`config.mk`:
```
export PLATFORM = sky130hd
export DESIGN_NAME = fcvt_arbiter_flat
export DESIGN_NICKNAME = d
export VERILOG_FILES = /design/src/rtl/fcvt_arbiter_if.sv /design/src/rtl/fcvt_arbiter.sv /design/src/flat_wrapper.sv
export SDC_FILE = /design/constraint.sdc
export NUM_CORES = 1
export LEC_CHECK = 0
export ABC_AREA = 1
export BUFFER_PORTS_ARGS = -buffer_cell sky130_fd_sc_hd__buf_2
export CAP_MARGIN = 15
export CORE_AREA = 2 2 122 94
export DETAILED_ROUTE_END_ITERATION = 10
export DIE_AREA = 0 0 124 96
export GPL_TIMING_DRIVEN = 0
export HOLD_SLACK_MARGIN = 0.05
export MAX_ROUTING_LAYER = met4
export PLACE_DENSITY = 0.73
export RECOVER_POWER = 50
export SETUP_SLACK_MARGIN = 0.15
export SLEW_MARGIN = 20
export SYNTH_ARGS = -nofsm -noshare
export SYNTH_HDL_FRONTEND = slang
export SYNTH_SLANG_ARGS = --single-unit
```
`constraint.sdc`:
```
create_clock -name clk -period 3.22 [get_ports clk]
set_clock_uncertainty 0.15 [all_clocks]
set_input_delay 0.805 -clock clk [delete_from_list [all_inputs] [get_ports clk]]
set_output_delay 0.805 -clock clk [all_outputs]
set_load 0.1 [all_outputs]
```
`src/rtl/fcvt_arbiter_if.sv`:
```
// Request/response and converter-side signal bundle for fcvt_arbiter.
// The slave modport is the arbiter; the master modport is the requesters plus the converter.
interface fcvt_arbiter_if #(
    parameter int N = 4,
    parameter int W = 32
);
    logic [N-1:0]   req_valid;
    logic [N-1:0]   req_ready;
    logic [N-1:0]   req_op;
    logic [N*W-1:0] req_x;
    logic           cvt_valid;
    logic           cvt_op;
    logic [W-1:0]   cvt_x;
    logic [W-1:0]   cvt_y;
    logic [N-1:0]   resp_valid;
    logic [W-1:0]   resp_y;
    logic           busy;

    modport slave (
        input  req_valid, req_op, req_x, cvt_y,
        output req_ready, cvt_valid, cvt_op, cvt_x, resp_valid, resp_y, busy
    );

    modport master (
        output req_valid, req_op, req_x, cvt_y,
        input  req_ready, cvt_valid, cvt_op, cvt_x, resp_valid, resp_y, busy
    );
endinterface

```
`src/rtl/fcvt_arbiter.sv`:
```
// Round-robin arbiter sharing one fixed-latency float/int converter between N requesters,
// with a tag pipeline that routes each result back to its owner as a one-cycle pulse.
module fcvt_arbiter #(
    parameter int N   = 4,
    parameter int LAT = 0,
    parameter int W   = 32
) (
    input  logic          clk,
    input  logic          rst,
    fcvt_arbiter_if.slave bus
);
    localparam int             PW     = (N > 1) ? $clog2(N) : 1;
    localparam logic [PW:0]    N_WIDE = (PW + 1)'(N);
    localparam logic [N-1:0]   OH_ONE = N'(1);

    logic [W-1:0]  x_arr [N];
    logic [PW-1:0] ptr_reg;
    logic [PW-1:0] ptr_next;
    logic [PW-1:0] grant_idx;
    logic          grant_any;
    logic [N-1:0]  grant_oh;
    logic [PW:0]   cand;

    logic          cvt_op_reg;
    logic [W-1:0]  cvt_x_reg;
    logic [LAT:0]  tag_v_reg;
    logic [N-1:0]  tag_own_reg [LAT+1];
    logic [N-1:0]  resp_valid_reg;
    logic [W-1:0]  resp_y_reg;

    genvar gi;
    generate
        for (gi = 0; gi < N; gi++) begin : g_unpack
            assign x_arr[gi] = bus.req_x[W*gi +: W];
        end
    endgenerate

    // Scan from the farthest candidate back to ptr so the last hit is the nearest one.
    always_comb begin
        grant_any = 1'b0;
        grant_idx = '0;
        cand      = '0;
        for (int k = N - 1; k >= 0; k--) begin
            cand = {1'b0, ptr_reg} + (PW + 1)'(k);
            if (cand >= N_WIDE) begin
                cand = cand - N_WIDE;
            end
            if (bus.req_valid[cand[PW-1:0]]) begin
                grant_any = 1'b1;
                grant_idx = cand[PW-1:0];
            end
        end
        if (rst) begin
            grant_any = 1'b0;
        end
    end

    assign grant_oh = grant_any ? (OH_ONE << grant_idx) : '0;
    assign ptr_next = (grant_idx == PW'(N - 1)) ? '0 : grant_idx + 1'b1;

    always_ff @(posedge clk) begin
        if (rst) begin
            ptr_reg        <= '0;
            cvt_op_reg     <= 1'b0;
            cvt_x_reg      <= '0;
            tag_v_reg      <= '0;
            for (int s = 0; s <= LAT; s++) begin
                tag_own_reg[s] <= '0;
            end
            resp_valid_reg <= '0;
            resp_y_reg     <= '0;
        end else begin
            if (grant_any) begin
                ptr_reg    <= ptr_next;
                cvt_op_reg <= bus.req_op[grant_idx];
                cvt_x_reg  <= x_arr[grant_idx];
            end
            tag_v_reg[0]   <= grant_any;
            tag_own_reg[0] <= grant_oh;
            for (int s = 1; s <= LAT; s++) begin
                tag_v_reg[s]   <= tag_v_reg[s-1];
                tag_own_reg[s] <= tag_own_reg[s-1];
            end
            // The last stage lines up with cvt_y for the operation issued LAT cycles earlier.
            resp_valid_reg <= tag_v_reg[LAT] ? tag_own_reg[LAT] : '0;
            if (tag_v_reg[LAT]) begin
                resp_y_reg <= bus.cvt_y;
            end
        end
    end

    // Stage 0 of the tag pipeline is exactly the issue strobe.
    assign bus.cvt_valid  = tag_v_reg[0];
    assign bus.cvt_op     = cvt_op_reg;
    assign bus.cvt_x      = cvt_x_reg;
    assign bus.req_ready  = grant_oh;
    assign bus.resp_valid = resp_valid_reg;
    assign bus.resp_y     = resp_y_reg;
    assign bus.busy       = (|tag_v_reg) | (|resp_valid_reg);
endmodule

```
`src/flat_wrapper.sv`:
```
// flat-port wrapper written by rule: the top's interface ports become plain ports
module fcvt_arbiter_flat 
#(
    parameter int N   = 4,
    parameter int LAT = 0,
    parameter int W   = 32
)
  (clk, rst, bus_req_valid, bus_req_op, bus_req_x, bus_cvt_y, bus_req_ready, bus_cvt_valid, bus_cvt_op, bus_cvt_x, bus_resp_valid, bus_resp_y, bus_busy);
  fcvt_arbiter_if #(.N(N), .W(W)) bus_i ();
  input  logic clk;
  input  logic rst;
  input wire logic [$bits(bus_i.req_valid)-1:0] bus_req_valid;
  input wire logic [$bits(bus_i.req_op)-1:0] bus_req_op;
  input wire logic [$bits(bus_i.req_x)-1:0] bus_req_x;
  input wire logic [$bits(bus_i.cvt_y)-1:0] bus_cvt_y;
  output wire logic [$bits(bus_i.req_ready)-1:0] bus_req_ready;
  output wire logic [$bits(bus_i.cvt_valid)-1:0] bus_cvt_valid;
  output wire logic [$bits(bus_i.cvt_op)-1:0] bus_cvt_op;
  output wire logic [$bits(bus_i.cvt_x)-1:0] bus_cvt_x;
  output wire logic [$bits(bus_i.resp_valid)-1:0] bus_resp_valid;
  output wire logic [$bits(bus_i.resp_y)-1:0] bus_resp_y;
  output wire logic [$bits(bus_i.busy)-1:0] bus_busy;
  assign bus_i.req_valid = bus_req_valid;
  assign bus_i.req_op = bus_req_op;
  assign bus_i.req_x = bus_req_x;
  assign bus_i.cvt_y = bus_cvt_y;
  assign bus_req_ready = bus_i.req_ready;
  assign bus_cvt_valid = bus_i.cvt_valid;
  assign bus_cvt_op = bus_i.cvt_op;
  assign bus_cvt_x = bus_i.cvt_x;
  assign bus_resp_valid = bus_i.resp_valid;
  assign bus_resp_y = bus_i.resp_y;
  assign bus_busy = bus_i.busy;
  fcvt_arbiter #(.N(N), .LAT(LAT), .W(W)) u_core (.clk(clk), .rst(rst), .bus(bus_i));
endmodule
```
==> run_summary.xml <==
<?xml version="1.0" encoding="UTF-8"?>
<metrics>
  <group name="clocking">
    <metric name="ctsHoldBuffers" unit="">0</metric>
    <metric name="cts.sink_count" unit="">76</metric>
    <metric name="clk_pin_slew_worst_paths" unit="ns">0.06</metric>
    <metric name="cts_buffer_depth" unit="">2</metric>
    <metric name="cts_buffers" unit="">9</metric>
    <metric name="clock_tree.htree_level_count" unit="">3</metric>
    <metric name="tritoncts" unit="">yes</metric>
    <metric name="root_buffer" unit="">sky130_fd_sc_hd__clkbuf_16</metric>
    <metric name="clock_insertion_delay_worst_skew" unit="ns">0.33</metric>
  </group>
  <group name="timing">
    <metric name="crit_path_time_final" unit="ns">3.15</metric>
    <metric name="worst_hold_slack" unit="ns">0.259</metric>
    <metric name="timing.slew.headroom" unit="">0.203</metric>
    <metric name="worst-slew-pin-transition" unit="ns">1.20</metric>
    <metric name="finalHoldViolations" unit="">0</metric>
    <metric name="rsz0062_at_grt" unit="">true</metric>
    <metric name="maxSlewViolCount" unit="">0</metric>
    <metric name="number_of_failing_setup_endpoints_in_the_final_timing_report" unit="">0</metric>
    <metric name="maxClockFrequency" unit="GHz">0.317</metric>
    <metric name="layout_worst_path_cycle_share" unit="">0.978</metric>
  </group>
  <group name="synth">
    <metric name="netlist_area" unit="µm²">4180</metric>
    <metric name="synthesis.instances" unit="">639</metric>
    <metric name="ys_seq_area_frac" unit="">0.364</metric>
    <metric name="postSynthNetCount" unit="">810</metric>
    <metric name="syn_area_per_cell" unit="µm²">6.55</metric>
    <metric name="postSynthRegisterBits" unit="">76</metric>
    <metric name="synthDistinctLibCells" unit="">26</metric>
    <metric name="synth.yosys.warnings" unit="">0</metric>
  </group>
  <group name="min_path">
    <metric name="hold_crit_class" unit="">reg2reg</metric>
  </group>
  <group name="routing">
    <metric name="drt_iter0_markers" unit="">274</metric>
    <metric name="route.vias.total" unit="">5002</metric>
    <metric name="wl_per_cell" unit="µm">13.9</metric>
    <metric name="wirelength" unit="µm">14700</metric>
    <metric name="vias_per_cell" unit="">4.72</metric>
    <metric name="antenna_violating_nets_post_route" unit="">0</metric>
    <metric name="drt-pass1-iter-count" unit="">5</metric>
    <metric name="remaining_drc_errors" unit="">0</metric>
  </group>
  <group name="cells_and_area">
    <metric name="layout-drive-gt1-share" unit="">0.358</metric>
    <metric name="area_of_all_placed_cells_without_fillers" unit="µm²">6250</metric>
    <metric name="most-common-layout-cells" unit="">214 x sky130_fd_sc_hd__buf_2, 169 x sky130_fd_sc_hd__nand2_1, 94 x sky130_fd_sc_hd__nand3_1</metric>
    <metric name="layout.cells.most_common" unit="">sky130_fd_sc_hd__buf_2</metric>
    <metric name="final_nets" unit="">1085</metric>
    <metric name="growth_of_design_area_from_synthesis_to_finish" unit="%">49.5</metric>
  </group>
  <group name="global_routing">
    <metric name="globalRouteTotalUtil" unit="">0.249</metric>
    <metric name="antenna_found_initial" unit="">2</metric>
    <metric name="globalRouteOverflowTotal" unit="">0</metric>
    <metric name="grt_max_degree" unit="">14</metric>
    <metric name="wire_length_of_the_first_global_routing_pass" unit="µm">22200</metric>
    <metric name="grt_pass1_vias" unit="">4543</metric>
  </group>
  <group name="worst_setup_path">
    <metric name="worstPathRequired" unit="ns">2.26</metric>
    <metric name="slowest_delay" unit="ns">0.18</metric>
    <metric name="cp.buffers_inverters" unit="">6</metric>
    <metric name="critPathMaxFanout" unit="">5</metric>
    <metric name="cp_common_cell" unit="">sky130_fd_sc_hd__buf_12</metric>
    <metric name="path_delay_family" unit="">simple AND/OR/NAND/NOR gates</metric>
    <metric name="critical_path.startpoint_type" unit="">primary input</metric>
    <metric name="cp.arrival" unit="ns">2.20</metric>
    <metric name="timing.setup.critical_path_class" unit="">in2out</metric>
    <metric name="timing.critical_path.to_type" unit="">primary output</metric>
    <metric name="timing.critical_path.cells" unit="">buf_2 &gt; inv_1 &gt; nand2_2 &gt; nand3_1 &gt; nand2_1 &gt; nand3_2 &gt; nand3_2 &gt; nand2_4 &gt; buf_12 &gt; buf_12 &gt; ha_4 &gt; inv_4 &gt; nor2_4 &gt; buf_12</metric>
    <metric name="cpMaxStageDelayCell" unit="">sky130_fd_sc_hd__buf_12</metric>
  </group>
  <group name="run">
    <metric name="max_cap_viol_count" unit="">0</metric>
  </group>
  <group name="power">
    <metric name="power.ir.vdd_worst" unit="V">0.000801</metric>
    <metric name="post-layout-total-power" unit="µW">7690</metric>
    <metric name="total_leakage_power" unit="µW">0.00336</metric>
    <metric name="powerDensity" unit="nW/µm²">1230</metric>
  </group>
  <group name="placement">
    <metric name="dp_hpwl" unit="µm">10900</metric>
    <metric name="place_congestion" unit="">0.911</metric>
    <metric name="postPlaceCellArea" unit="µm²">5690</metric>
    <metric name="placement.io_buffers" unit="">244</metric>
  </group>
  <group name="run_status">
    <metric name="status" unit="">complete, no violations</metric>
  </group>
  <group name="die">
    <metric name="row_cnt" unit="">33</metric>
    <metric name="start_util" unit="">0.390</metric>
    <metric name="die-area" unit="µm²">11900</metric>
    <metric name="io-pin-count" unit="">245</metric>
    <metric name="die-height" unit="µm">96</metric>
    <metric name="core_area" unit="µm²">10700</metric>
    <metric name="chipWidth" unit="µm">124</metric>
  </group>
</metrics>
==> logic make-up after synthesis <==
logic type	count (synthesis)	share of synthesized area
AND/OR/NAND/NOR	379	0.391
buffers and inverters	125	0.132
adder cells (fa/ha/maj)	1	0.00299
AO/OA/AOI/OAI	58	0.110
flip-flops	76	0.364
==> per-layer routing <==
metal	share of wire	track usage	routed length (µm)
met4	0.013	0.0637	193
met5	0	-	0
met1	0.44	0.307	6510
met2	0.46	0.409	6770
met3	0.084	0.0628	1240
==> cell type report <==
cell class / count / area (µm²)
Inverter: 86 / 343
Antenna cell: 2 / 5.00
Clock buffer: 9 / 225
Buffer: 39 / 263
Timing Repair Buffer: 264 / 1410
Multi-Input combinational cell: 438 / 2240
Clock inverter: 6 / 63.8
Sequential cell: 76 / 1520
Fill cell: 1056 / 4480
Tap cell: 140 / 175
==> through the flow <==
step	setup TNS (ns)	cells	worst slack (ns)	utilization
after floorplan	-0.0812	639	-0.0716	-
after global placement	-1.21	1023	-0.376	0.530
after detailed placement	-1.22	1023	-0.364	0.530
after CTS	0	1052	0.121	0.580
after global routing	0	1060	0.00602	0.582
final	0	1060	0.0699	0.582
==> power breakdown <==
group,leakage [µW],switching (µW),total [µW],internal (µW)
registers,0.000631,133,1340,1210
clock network,0.000138,405,1000,596
logic,0.00259,3830,5340,1520
==> final timing paths <==
kind                                               to  slack, ns                           startpoint  depth (start not counted)
setup / recovery                     bus_req_ready[3]       0.07                     bus_req_valid[1]                         14
hold / removal    u_core.bus.resp_valid[0]$_SDFF_PP0_       0.26  u_core.tag_own_reg[0][0]$_SDFF_PP0_                          2
setup reg to reg    u_core.bus.cvt_x[17]$_SDFFE_PP0P_       0.74       u_core.ptr_reg[0]$_SDFFE_PP0P_                          8
hold reg to reg   u_core.bus.resp_valid[0]$_SDFF_PP0_       0.26  u_core.tag_own_reg[0][0]$_SDFF_PP0_                          2
==> repair_timing <==
| item | in CTS | in global routing |
|---|---|---|
| buffers inserted | 14 | 5 |
| gates cloned | 0 | 1 |
| pin swaps | 10 | 8 |
| endpoints found under the setup margin | 4 | 4 |
| gates resized for setup | 38 | 11 |
==> worst min-delay path, stage by stage (launching register included) <==
cell and delay [ns]:
sky130_fd_sc_hd__dfxtp_1 0.29, sky130_fd_sc_hd__inv_1 0.04, sky130_fd_sc_hd__nor2_1 0.03
==> cell usage after synthesis, drive strengths merged <==
library cell / instances / area (µm²)
inv: 86 / 323
dfxtp: 76 / 1520
nor2: 79 / 309
nand2: 182 / 688
o21ai: 34 / 174
ha: 1 / 12.5
o211ai: 22 / 270
nand3b: 15 / 113
o22ai: 1 / 6.26
clkbuf: 15 / 56.3
a21boi: 1 / 11.3
nand3: 100 / 510
nor4: 1 / 6.26
nor3: 2 / 10.0
buf: 24 / 171
Power figures use the tool's default switching activity.
